`src/rtl/pipe_pkg.sv`:
```
// Shared pipeline definitions for the EX-stage multiply/divide unit.
// Contents: datapath width, mul/div op encodings, signed-select bit index,
// and the mul/div FSM state type.
package pipe_pkg;

  localparam int unsigned XLEN = 32;

  // op[1:0] encodings; op[1] set means a divide-class operation.
  localparam logic [1:0] MD_MUL  = 2'b00;
  localparam logic [1:0] MD_MULH = 2'b01;
  localparam logic [1:0] MD_DIV  = 2'b10;
  localparam logic [1:0] MD_REM  = 2'b11;

  // Bit of op that requests signed arithmetic.
  localparam int unsigned MD_SIGNED = 2;

  typedef enum logic [1:0] {
    ST_IDLE = 2'b00,
    ST_BUSY = 2'b01,
    ST_DONE = 2'b10
  } md_state_e;

endpackage

```
`src/rtl/ex_muldiv_unit_if.sv`:
```
// Bundle between the ID/EX / EX/MEM pipeline and the mul/div unit.
// slave  : the mul/div unit (consumes ID/EX fields, drives stall and result).
// master : the pipeline side.
// Signals: start_i, op_i[2:0], rs_data_i, rt_data_i, rd_addr_i, flush_i (to unit);
//          stall_o, done_o, result_o, rd_addr_o, reg_write_o (from unit).
interface ex_muldiv_unit_if #(
  parameter int unsigned XLEN = 32
);
  logic            start_i;
  logic [2:0]      op_i;
  logic [XLEN-1:0] rs_data_i;
  logic [XLEN-1:0] rt_data_i;
  logic [4:0]      rd_addr_i;
  logic            flush_i;
  logic            stall_o;
  logic            done_o;
  logic [XLEN-1:0] result_o;
  logic [4:0]      rd_addr_o;
  logic            reg_write_o;

  modport slave (
    input  start_i, op_i, rs_data_i, rt_data_i, rd_addr_i, flush_i,
    output stall_o, done_o, result_o, rd_addr_o, reg_write_o
  );

  modport master (
    output start_i, op_i, rs_data_i, rt_data_i, rd_addr_i, flush_i,
    input  stall_o, done_o, result_o, rd_addr_o, reg_write_o
  );
endinterface

```
`src/rtl/muldiv_step.sv`:
```
// One combinational iteration of the mul/div datapath.
// acc      : {hi, lo} working register. Multiply: {partial product, multiplier}.
//            Divide: {partial remainder, dividend/quotient}.
// operand  : multiplicand or divisor.
// is_div   : 1 selects restoring shift-subtract, 0 selects add-shift.
// acc_next : register value after this iteration.
module muldiv_step #(
  parameter int unsigned XLEN = 32
) (
  input  logic [2*XLEN-1:0] acc,
  input  logic [XLEN-1:0]   operand,
  input  logic              is_div,
  output logic [2*XLEN-1:0] acc_next
);

  logic [XLEN:0]   sum;
  logic [XLEN:0]   partial;
  logic [XLEN+1:0] diff;
  logic            unused_bits;

  always_comb begin
    // Multiply: add multiplicand when the current multiplier bit is set, then shift right.
    sum     = {1'b0, acc[2*XLEN-1:XLEN]} + (acc[0] ? {1'b0, operand} : '0);
    // Divide: remainder shifted left with the next dividend bit.
    partial = acc[2*XLEN-1:XLEN-1];
    diff    = {1'b0, partial} - {2'b00, operand};
    if (is_div) begin
      // Borrow out means the trial subtract failed: restore and shift in a 0.
      if (diff[XLEN+1]) begin
        acc_next = {partial[XLEN-1:0], acc[XLEN-2:0], 1'b0};
      end else begin
        acc_next = {diff[XLEN-1:0], acc[XLEN-2:0], 1'b1};
      end
    end else begin
      acc_next = {sum, acc[XLEN-1:1]};
    end
  end

  // Remainder never exceeds XLEN bits after a successful step.
  assign unused_bits = partial[XLEN] ^ diff[XLEN];

endmodule

```
`src/rtl/ex_muldiv_unit.sv`:
```
// Iterative EX-stage multiply/divide unit. Launches from ID/EX, stalls IF/ID
// and ID/EX while running, then presents result and destination for one cycle.
// Ports: clk_i, rst_i (async, active-low), md (ex_muldiv_unit_if.slave).
// Optional: define MULDIV_SIGNED_EN to honour op_i[2] (signed arithmetic);
// otherwise every operation is unsigned.
module ex_muldiv_unit #(
  parameter int unsigned XLEN  = 32,
  parameter int unsigned CNT_W = 6
) (
  input  logic               clk_i,
  input  logic               rst_i,
  ex_muldiv_unit_if.slave    md
);
  import pipe_pkg::*;

  md_state_e         state_q, state_d;
  logic [CNT_W-1:0]  cnt_q, cnt_d;
  logic [2*XLEN-1:0] acc_q, acc_d, acc_step;
  logic [XLEN-1:0]   operand_q, operand_d;
  logic [1:0]        op_q, op_d;
  logic [4:0]        rd_q, rd_d;
  logic [XLEN-1:0]   result_q, result_d;
  logic [4:0]        rd_out_q, rd_out_d;
  logic [XLEN-1:0]   a_launch, b_launch;
  logic [2*XLEN-1:0] prod_fix;
  logic [XLEN-1:0]   quo_fix, rem_fix, final_result;
  logic              stall, done;

`ifdef MULDIV_SIGNED_EN
  logic neg_q, neg_d;          // negate product / quotient at completion
  logic neg_rem_q, neg_rem_d;  // remainder follows dividend sign
  logic a_neg, b_neg;

  assign a_neg    = md.op_i[MD_SIGNED] & md.rs_data_i[XLEN-1];
  assign b_neg    = md.op_i[MD_SIGNED] & md.rt_data_i[XLEN-1];
  assign a_launch = a_neg ? (~md.rs_data_i + 1'b1) : md.rs_data_i;
  assign b_launch = b_neg ? (~md.rt_data_i + 1'b1) : md.rt_data_i;
  // Divide by zero keeps the unsigned all-ones quotient regardless of signs.
  assign neg_d     = (a_neg ^ b_neg) & ~(md.op_i[1] & (md.rt_data_i == '0));
  assign neg_rem_d = a_neg;
  assign prod_fix  = neg_q ? (~acc_step + 1'b1) : acc_step;
  assign quo_fix   = neg_q ? (~acc_step[XLEN-1:0] + 1'b1) : acc_step[XLEN-1:0];
  assign rem_fix   = neg_rem_q ? (~acc_step[2*XLEN-1:XLEN] + 1'b1) : acc_step[2*XLEN-1:XLEN];
`else
  logic unused_sign;

  assign unused_sign = md.op_i[MD_SIGNED];
  assign a_launch    = md.rs_data_i;
  assign b_launch    = md.rt_data_i;
  assign prod_fix    = acc_step;
  assign quo_fix     = acc_step[XLEN-1:0];
  assign rem_fix     = acc_step[2*XLEN-1:XLEN];
`endif

  muldiv_step #(
    .XLEN (XLEN)
  ) u_step (
    .acc      (acc_q),
    .operand  (operand_q),
    .is_div   (op_q[1]),
    .acc_next (acc_step)
  );

  always_comb begin
    final_result = '0;
    unique case (op_q)
      MD_MUL:  final_result = prod_fix[XLEN-1:0];
      MD_MULH: final_result = prod_fix[2*XLEN-1:XLEN];
      MD_DIV:  final_result = quo_fix;
      MD_REM:  final_result = rem_fix;
    endcase
  end

  always_comb begin
    state_d   = state_q;
    cnt_d     = cnt_q;
    acc_d     = acc_q;
    operand_d = operand_q;
    op_d      = op_q;
    rd_d      = rd_q;
    result_d  = result_q;
    rd_out_d  = rd_out_q;
    stall     = 1'b0;
    done      = 1'b0;
    unique case (state_q)
      ST_IDLE: begin
        // Gated by reset so stall reads 0 while the unit is held in reset.
        stall = md.start_i & ~md.flush_i & rst_i;
        if (stall) begin
          // Multiply and divide both start with {0, A}.
          acc_d     = {{XLEN{1'b0}}, a_launch};
          operand_d = b_launch;
          op_d      = md.op_i[1:0];
          rd_d      = md.rd_addr_i;
          cnt_d     = CNT_W'(XLEN);
          state_d   = ST_BUSY;
        end
      end
      ST_BUSY: begin
        stall = 1'b1;
        acc_d = acc_step;
        cnt_d = cnt_q - CNT_W'(1);
        if (md.flush_i) begin
          state_d = ST_IDLE;
        end else if (cnt_q == CNT_W'(1)) begin
          result_d = final_result;
          rd_out_d = rd_q;
          state_d  = ST_DONE;
        end
      end
      ST_DONE: begin
        done    = ~md.flush_i;
        state_d = ST_IDLE;
      end
      default: state_d = ST_IDLE;
    endcase
  end

  always_ff @(posedge clk_i or negedge rst_i) begin
    if (!rst_i) begin
      state_q   <= ST_IDLE;
      cnt_q     <= '0;
      acc_q     <= '0;
      operand_q <= '0;
      op_q      <= '0;
      rd_q      <= '0;
      result_q  <= '0;
      rd_out_q  <= '0;
`ifdef MULDIV_SIGNED_EN
      neg_q     <= 1'b0;
      neg_rem_q <= 1'b0;
`endif
    end else begin
      state_q   <= state_d;
      cnt_q     <= cnt_d;
      acc_q     <= acc_d;
      operand_q <= operand_d;
      op_q      <= op_d;
      rd_q      <= rd_d;
      result_q  <= result_d;
      rd_out_q  <= rd_out_d;
`ifdef MULDIV_SIGNED_EN
      if (state_q == ST_IDLE && stall) begin
        neg_q     <= neg_d;
        neg_rem_q <= neg_rem_d;
      end
`endif
    end
  end

  assign md.stall_o     = stall;
  assign md.done_o      = done;
  assign md.reg_write_o = done;
  assign md.result_o    = result_q;
  assign md.rd_addr_o   = rd_out_q;

endmodule

```
`src/flat_wrapper.sv`:
```
// flat-port wrapper written by rule: the top's interface ports become plain ports
module ex_muldiv_unit_flat import pipe_pkg::*;
#(
  parameter int unsigned XLEN  = 32,
  parameter int unsigned CNT_W = 6
)
  (clk_i, rst_i, md_start_i, md_op_i, md_rs_data_i, md_rt_data_i, md_rd_addr_i, md_flush_i, md_stall_o, md_done_o, md_result_o, md_rd_addr_o, md_reg_write_o);
  ex_muldiv_unit_if #(.XLEN(XLEN)) md_i ();
  input  logic clk_i;
  input  logic rst_i;
  input wire logic [$bits(md_i.start_i)-1:0] md_start_i;
  input wire logic [$bits(md_i.op_i)-1:0] md_op_i;
  input wire logic [$bits(md_i.rs_data_i)-1:0] md_rs_data_i;
  input wire logic [$bits(md_i.rt_data_i)-1:0] md_rt_data_i;
  input wire logic [$bits(md_i.rd_addr_i)-1:0] md_rd_addr_i;
  input wire logic [$bits(md_i.flush_i)-1:0] md_flush_i;
  output wire logic [$bits(md_i.stall_o)-1:0] md_stall_o;
  output wire logic [$bits(md_i.done_o)-1:0] md_done_o;
  output wire logic [$bits(md_i.result_o)-1:0] md_result_o;
  output wire logic [$bits(md_i.rd_addr_o)-1:0] md_rd_addr_o;
  output wire logic [$bits(md_i.reg_write_o)-1:0] md_reg_write_o;
  assign md_i.start_i = md_start_i;
  assign md_i.op_i = md_op_i;
  assign md_i.rs_data_i = md_rs_data_i;
  assign md_i.rt_data_i = md_rt_data_i;
  assign md_i.rd_addr_i = md_rd_addr_i;
  assign md_i.flush_i = md_flush_i;
  assign md_stall_o = md_i.stall_o;
  assign md_done_o = md_i.done_o;
  assign md_result_o = md_i.result_o;
  assign md_rd_addr_o = md_i.rd_addr_o;
  assign md_reg_write_o = md_i.reg_write_o;
  ex_muldiv_unit #(.XLEN(XLEN), .CNT_W(CNT_W)) u_core (.clk_i(clk_i), .rst_i(rst_i), .md(md_i));
endmodule
```
`config.mk`:
```
export PLATFORM = sky130hd
export DESIGN_NAME = ex_muldiv_unit_flat
export DESIGN_NICKNAME = d
export VERILOG_FILES = /design/src/rtl/pipe_pkg.sv /design/src/rtl/ex_muldiv_unit_if.sv /design/src/rtl/muldiv_step.sv /design/src/rtl/ex_muldiv_unit.sv /design/src/flat_wrapper.sv
export SDC_FILE = /design/constraint.sdc
export NUM_CORES = 1
export LEC_CHECK = 0
export ABC_AREA = 0
export BUFFER_PORTS_ARGS = -buffer_cell sky130_fd_sc_hd__buf_4
export CORE_MARGIN = 5
export CORE_UTILIZATION = 50
export DETAILED_ROUTE_END_ITERATION = 16
export GPL_TIMING_DRIVEN = 0
export PLACE_DENSITY = 0.67
export SLEW_MARGIN = 20
export SYNTH_ARGS = -nofsm -noshare
export SYNTH_HDL_FRONTEND = slang
export SYNTH_SLANG_ARGS = --single-unit
```
`constraint.sdc`:
```
create_clock -name clk_i -period 10.2 [get_ports clk_i]
set_clock_uncertainty 0.2 [all_clocks]
set_input_delay 1.02 -clock clk_i [delete_from_list [all_inputs] [get_ports clk_i]]
set_output_delay 1.02 -clock clk_i [all_outputs]
set_load 0.05 [all_outputs]
```
# Yosys cells after proc, flatten, opt, wreduce, memory -nomap -nowiden
# Index checks and enable logic that the tools add are counted.
# totals
regBits	148
input_bits	76
out_inout_bits	40
# classes
addsub	3
n_eq_ne	8
n_mux	14
bitwise_logic	3
n_reduce_logical	9
# ops
cell	n
two-way mux 64 bit	3
case mux 64 bit (2 select lines)	1
case mux 32 bit (2 select lines)	1
subtractor 33 x 32 -> 34 bit	1
adder 32 x 33 -> 33 bit	1
two-way mux 32 bit	1
case mux 6 bit (2 select lines)	1
equality test 2 bit, second input constant	3
equality test 6 x 1 -> 1 bit, second input constant	1
two-way mux 2 bit	3
two-way mux 6 bit	1
AND reduction 2 bit	3
subtractor 6 x 1 -> 6 bit, second input constant	1
equality test 2 x 1 -> 1 bit, second input constant	2
zero test 2 bit	2
case mux 2 bit (2 select lines)	1
OR reduction 2 bit	2
!= test 3 x 2 -> 1 bit, second input constant	1
AND reduction 3 bit	1
AND 1 bit	2
!= test 2 x 1 -> 1 bit, second input constant	1
case mux 1 bit (2 select lines)	1
nonzero test 2 bit	1
two-way mux 1 bit	1
NOT 1 bit	1

# Logic depth before layout (Yosys ltp)
# depth
depth_word	5
ltp_mapped	15
ltp_nobuf	13

# Cells and area by module
# Synthesis repeated with hierarchy kept, for this count alone.
# hier_totals
hier_cells	1315
area_unflattened_um2	10596.4
# by_module_without_submodules
mod	instances	cells_each	area_each_um2
ex_muldiv_unit	1	636	6084.6
muldiv_step	1	679	4511.8

# Worst setup path after synthesis
# Ideal clock, no wire load.
# synth_timing
kind	register to register
start	register u_core.acc_q[0]
end	register u_core.result_q[15], in the netlist u_core.md.result_o[15]
arrival_time_ps	3119
required_ps	9874
setup_slack_ps	6755
path_stages_with_launch	14
path_buffers	0
period_less_slack_ps	3445
cell_sequence	dfrtp_1 -> and2_1 -> ha_1 -> fa_1 -> a211oi_1 -> nor2_1 -> o221ai_1 -> a21boi_1 -> o41a_1 -> a221o_1 -> a21oi_1 -> xor2_1 -> o21ai_1 -> a221o_1
# synth_between
elab_chain_len	4
# synth_lines
element	line_no	source
from (decl)	ex_muldiv_unit.sv:18	logic [2*XLEN-1:0] acc_q, acc_d, acc_step;
from (signal assigned)	ex_muldiv_unit.sv:123	acc_q <= '0;
from (signal assigned)	ex_muldiv_unit.sv:136	acc_q <= acc_d;
two-way mux 32 bit	muldiv_step.sv:23	sum = {1'b0, acc[2*XLEN-1:XLEN]} + (acc[0] ? {1'b0, operand} : '0);
adder 32 x 33 -> 33 bit	muldiv_step.sv:23	
two-way mux 64 bit	muldiv_step.sv:27	if (is_div) begin
case mux 32 bit (2 select lines)	ex_muldiv_unit.sv:66	unique case (op_q)
to (signal assigned)	ex_muldiv_unit.sv:140	result_q <= result_d;
to (decl)	ex_muldiv_unit.sv:22	logic [XLEN-1:0] result_q, result_d;
# Every way passes these cells.
# A chain may end at the register's enable or synchronous reset.

# Worst setup path after layout
# layout_timing
start	input rst_i
end	output md_stall_o
# layout_between
elab_chain_len	2
# layout_lines
element	line_no	source
from (decl)	flat_wrapper.sv:10	input logic rst_i;
AND 1 bit	ex_muldiv_unit.sv:88	stall = md.start_i & ~md.flush_i & rst_i;
case mux 1 bit (2 select lines)	ex_muldiv_unit.sv:85	unique case (state_q)
to (decl)	flat_wrapper.sv:17	output wire logic [$bits(md_i.stall_o)-1:0] md_stall_o;
# Every way passes these cells.

==> flow_summary.ini <==
[outcome]
outcome = finished, final reports clean

[place]
io_buffer_count = 114
place_area_um2 = 12000
dp_hpwl_mm = 27.6
routabilityCongestion = 0.949

[sta]
slew_violations = 0
min_period_ns = 4.65
rsz0062_at_grt = false
slew_headroom_pct = 34.6
tightestPinTransition_ns = 0.981
finalSetupViolCount = 0
holdWs_ns = 0.273
max_freq_mhz = 215
finalHoldViolCount = 0
fin_tns_setup_ns = 0
post-route-period-util_pct = 45.6

[cts]
cts_hold_buffers = 0
clk_pin_slew_ns = 0.07
worstSkewPairLatency_ns = 0.44
post_cts_resized = 0
root_buffer = clkbuf_16
cts_setup_buffers = 0
cts_tree = done
clock-sinks = 148
numCtsBuffers = 17
clock_path_buffers = 2
h-tree-depth = 4

[setup_path]
cp.arrival_ns = 3.43
path_max_fanout = 74
cp-start-kind = primary input
r2r_start = u_core.acc_q[0]$_DFFE_PN0P_
critPathRequiredTime_ns = 8.98
r2r_setup_slack_ns = 5.70
worstRegToRegCells = 13
cp-end-kind = output pin
r2r-end = u_core.md.result_o[31]$_DFFE_PN0P_
setup.worst_path.class = in -> out
endpoint = md_stall_o
worstSetupStartpoint = rst_i

[synth]
synth_compound_area_share_pct = 24.8
synthesis.area_um2 = 10700
synth_ff_type = dfrtp_1
ys_seq_area_share_pct = 34.5
async_flop_share_pct = 100
yosys_register_bits = 148
avgSynthCellArea_um2 = 8.47
ys_types = 79
syn_nets = 1413
syn_inst = 1269
synth_edf_count = 0
synth_simple_gate_area_share_pct = 17.9
synthMuxAreaShare_pct = 6.15
synth_top_family_by_area = compound AO/OA/AOI/OAI gates
ys_warn_count = 0
synth_xor_area_share_pct = 3.99
synth_fa_ha_area_share_pct = 8.06

[route]
drc_errors = 0
drt-total-wl_mm = 36.1
vias = 10400
drtAntennaViolNets = 0
dr.pass1.iters = 5
post_drt_wl_per_cell_um = 21.4
drt_iter0_drc = 923
vias_per_cell = 6.16

[final_layout]
stdcell_area_um2 = 12600
final_cell_mix = nand2_1, dfrtp_1, nor2_1
drive_gt1_share_pct = 13.1
fill_cells = 1935
insertedDiodeCount = 0
nets = 1547
multi_input_area_um2 = 6540
seqCellArea_um2 = 3700
syn2layout_area_growth_pct = 17.2
final_common_cell = nand2_1

[global_route]
met1_usage_pct = 39.5
grt_pass1_vias = 10200
antenna_found_initial = 2
use_met2_pct = 47.9
grt_max_degree = 77
track_usage_pct = 29.6
grt_pass1_wl_mm = 56.5
met3_usage_pct = 6.00
top_usage_layer = met2
grt-ovfl-total = 0

[floorplan]
die_w_um = 157
die-area_um2 = 24500
num_rows = 53
initial_core_util_pct = 50.9
pin_count = 116
die_y_um = 157
core_area_um2 = 21100

[power]
p_per_area_nw_per_um2 = 319
p_leak_nw = 5.94
peakVddDrop_v = 0.000141
total_power_mw = 4.02

[run]
maxCapViolCount = 0

[hold_path]
min_path_type = reg -> reg
==> worst min path at each step <==
| stage | start | end | depth (start not counted) |
|---|---|---|---|
| 2_1_floorplan | u_core.rd_q[0]$_DFFE_PN0P_ | u_core.md.rd_addr_o[0]$_DFFE_PN0P_ | 2 |
| 3_3_place_gp | u_core.rd_q[3]$_DFFE_PN0P_ | u_core.md.rd_addr_o[3]$_DFFE_PN0P_ | 2 |
| 3_5_place_dp | u_core.rd_q[0]$_DFFE_PN0P_ | u_core.md.rd_addr_o[0]$_DFFE_PN0P_ | 2 |
| 4_1_cts | u_core.md.result_o[18]$_DFFE_PN0P_ | u_core.md.result_o[18]$_DFFE_PN0P_ | 2 |
| 5_1_grt | u_core.rd_q[1]$_DFFE_PN0P_ | u_core.rd_q[1]$_DFFE_PN0P_ | 2 |
| 6_report | u_core.rd_q[4]$_DFFE_PN0P_ | u_core.md.rd_addr_o[4]$_DFFE_PN0P_ | 2 |
==> per-layer routing <==
layer  share of wire (%)  up-vias
li1                    -     4876
met1                  43     4994
met2                  47      438
met3                 6.8       96
met4                 3.8        6
met5                0.12        -
==> Yosys cell counts, types with 4 or more instances <==
library cell	instances	area share [%]
o211ai_1	6	0.42
a21boi_1	4	0.28
ha_1	66	7.7
buf_1	6	0.21
nor3_1	25	1.2
xnor2_1	27	2.2
inv_1	53	1.9
a211oi_1	11	0.77
mux2i_1	48	4.5
mux2_2	10	1.0
o2111ai_1	4	0.33
a21o_1	25	1.7
nand2_1	157	5.5
o31ai_1	4	0.28
a31oi_1	16	0.93
nand4_1	12	0.70
a221o_1	35	3.3
a22oi_1	5	0.35
and2_1	33	1.9
xor2_1	22	1.8
nand3_1	21	0.98
and3_1	8	0.47
o21bai_1	5	0.35
a2111oi_0	4	0.33
o41ai_1	5	0.41
buf_2	4	0.19
o21ai_1	5	0.23
o22ai_1	6	0.35
or3_1	6	0.35
nor2_1	124	4.3
o21ai_0	108	5.0
clkbuf_1	55	1.9
nor2b_1	9	0.52
a22o_1	22	1.8
o21a_1	12	0.84
dfrtp_1	148	34
a21oi_1	80	3.7
nand2b_1	9	0.52
==> cell families after synthesis <==
group | count (synthesis)
buf+inv | 126
mux | 61
fa+ha+maj | 68
compound gates | 394
simple gates | 423
xor+xnor | 49
flops | 148
==> flip-flops by register name, summed over array words and instances (netlist names) <==
signal and count:
u_core.acc_q 64, u_core.cnt_q 6, u_core.md.rd_addr_o 5, u_core.md.result_o 32
u_core.op_q 2, u_core.operand_q 32, u_core.rd_q 5, u_core.state_q 2
==> worst max-delay path, stage by stage <==
cell and delay (ns):
buf_8 0.43, nand3_1 0.20, nor2_2 0.61, nor2_1 0.27, clkbuf_1 0.32, inv_1 0.28
buf_4 0.25
==> area by class of cell <==
class                           count  area share, %
Buffer                             72           2.36
Clock buffer                       17           3.38
Clock inverter                     15           1.47
Inverter                           54           1.61
Multi-Input combinational cell    995           52.0
Sequential cell                   148           29.4
Tap cell                          275           2.73
Timing Repair Buffer              115           7.07
==> metrics by stage <==
step           cells  worst slack, ns  utilization, %
3_3_place_gp    1658             4.00            56.6
2_1_floorplan   1269             6.76               -
3_5_place_dp    1659             5.56            56.8
5_1_grt         1691             5.36            59.7
6_report        1691             5.55            59.7
4_1_cts         1691             5.55            59.7
==> power by group <==
| group | internal, mW | leakage (nW) | switching, mW |
|---|---|---|---|
| clock | 0.373 | 0.302 | 0.305 |
| combinational | 0.905 | 3.71 | 1.48 |
| sequential | 0.765 | 1.92 | 0.198 |
Power figures use the tool's default switching activity.
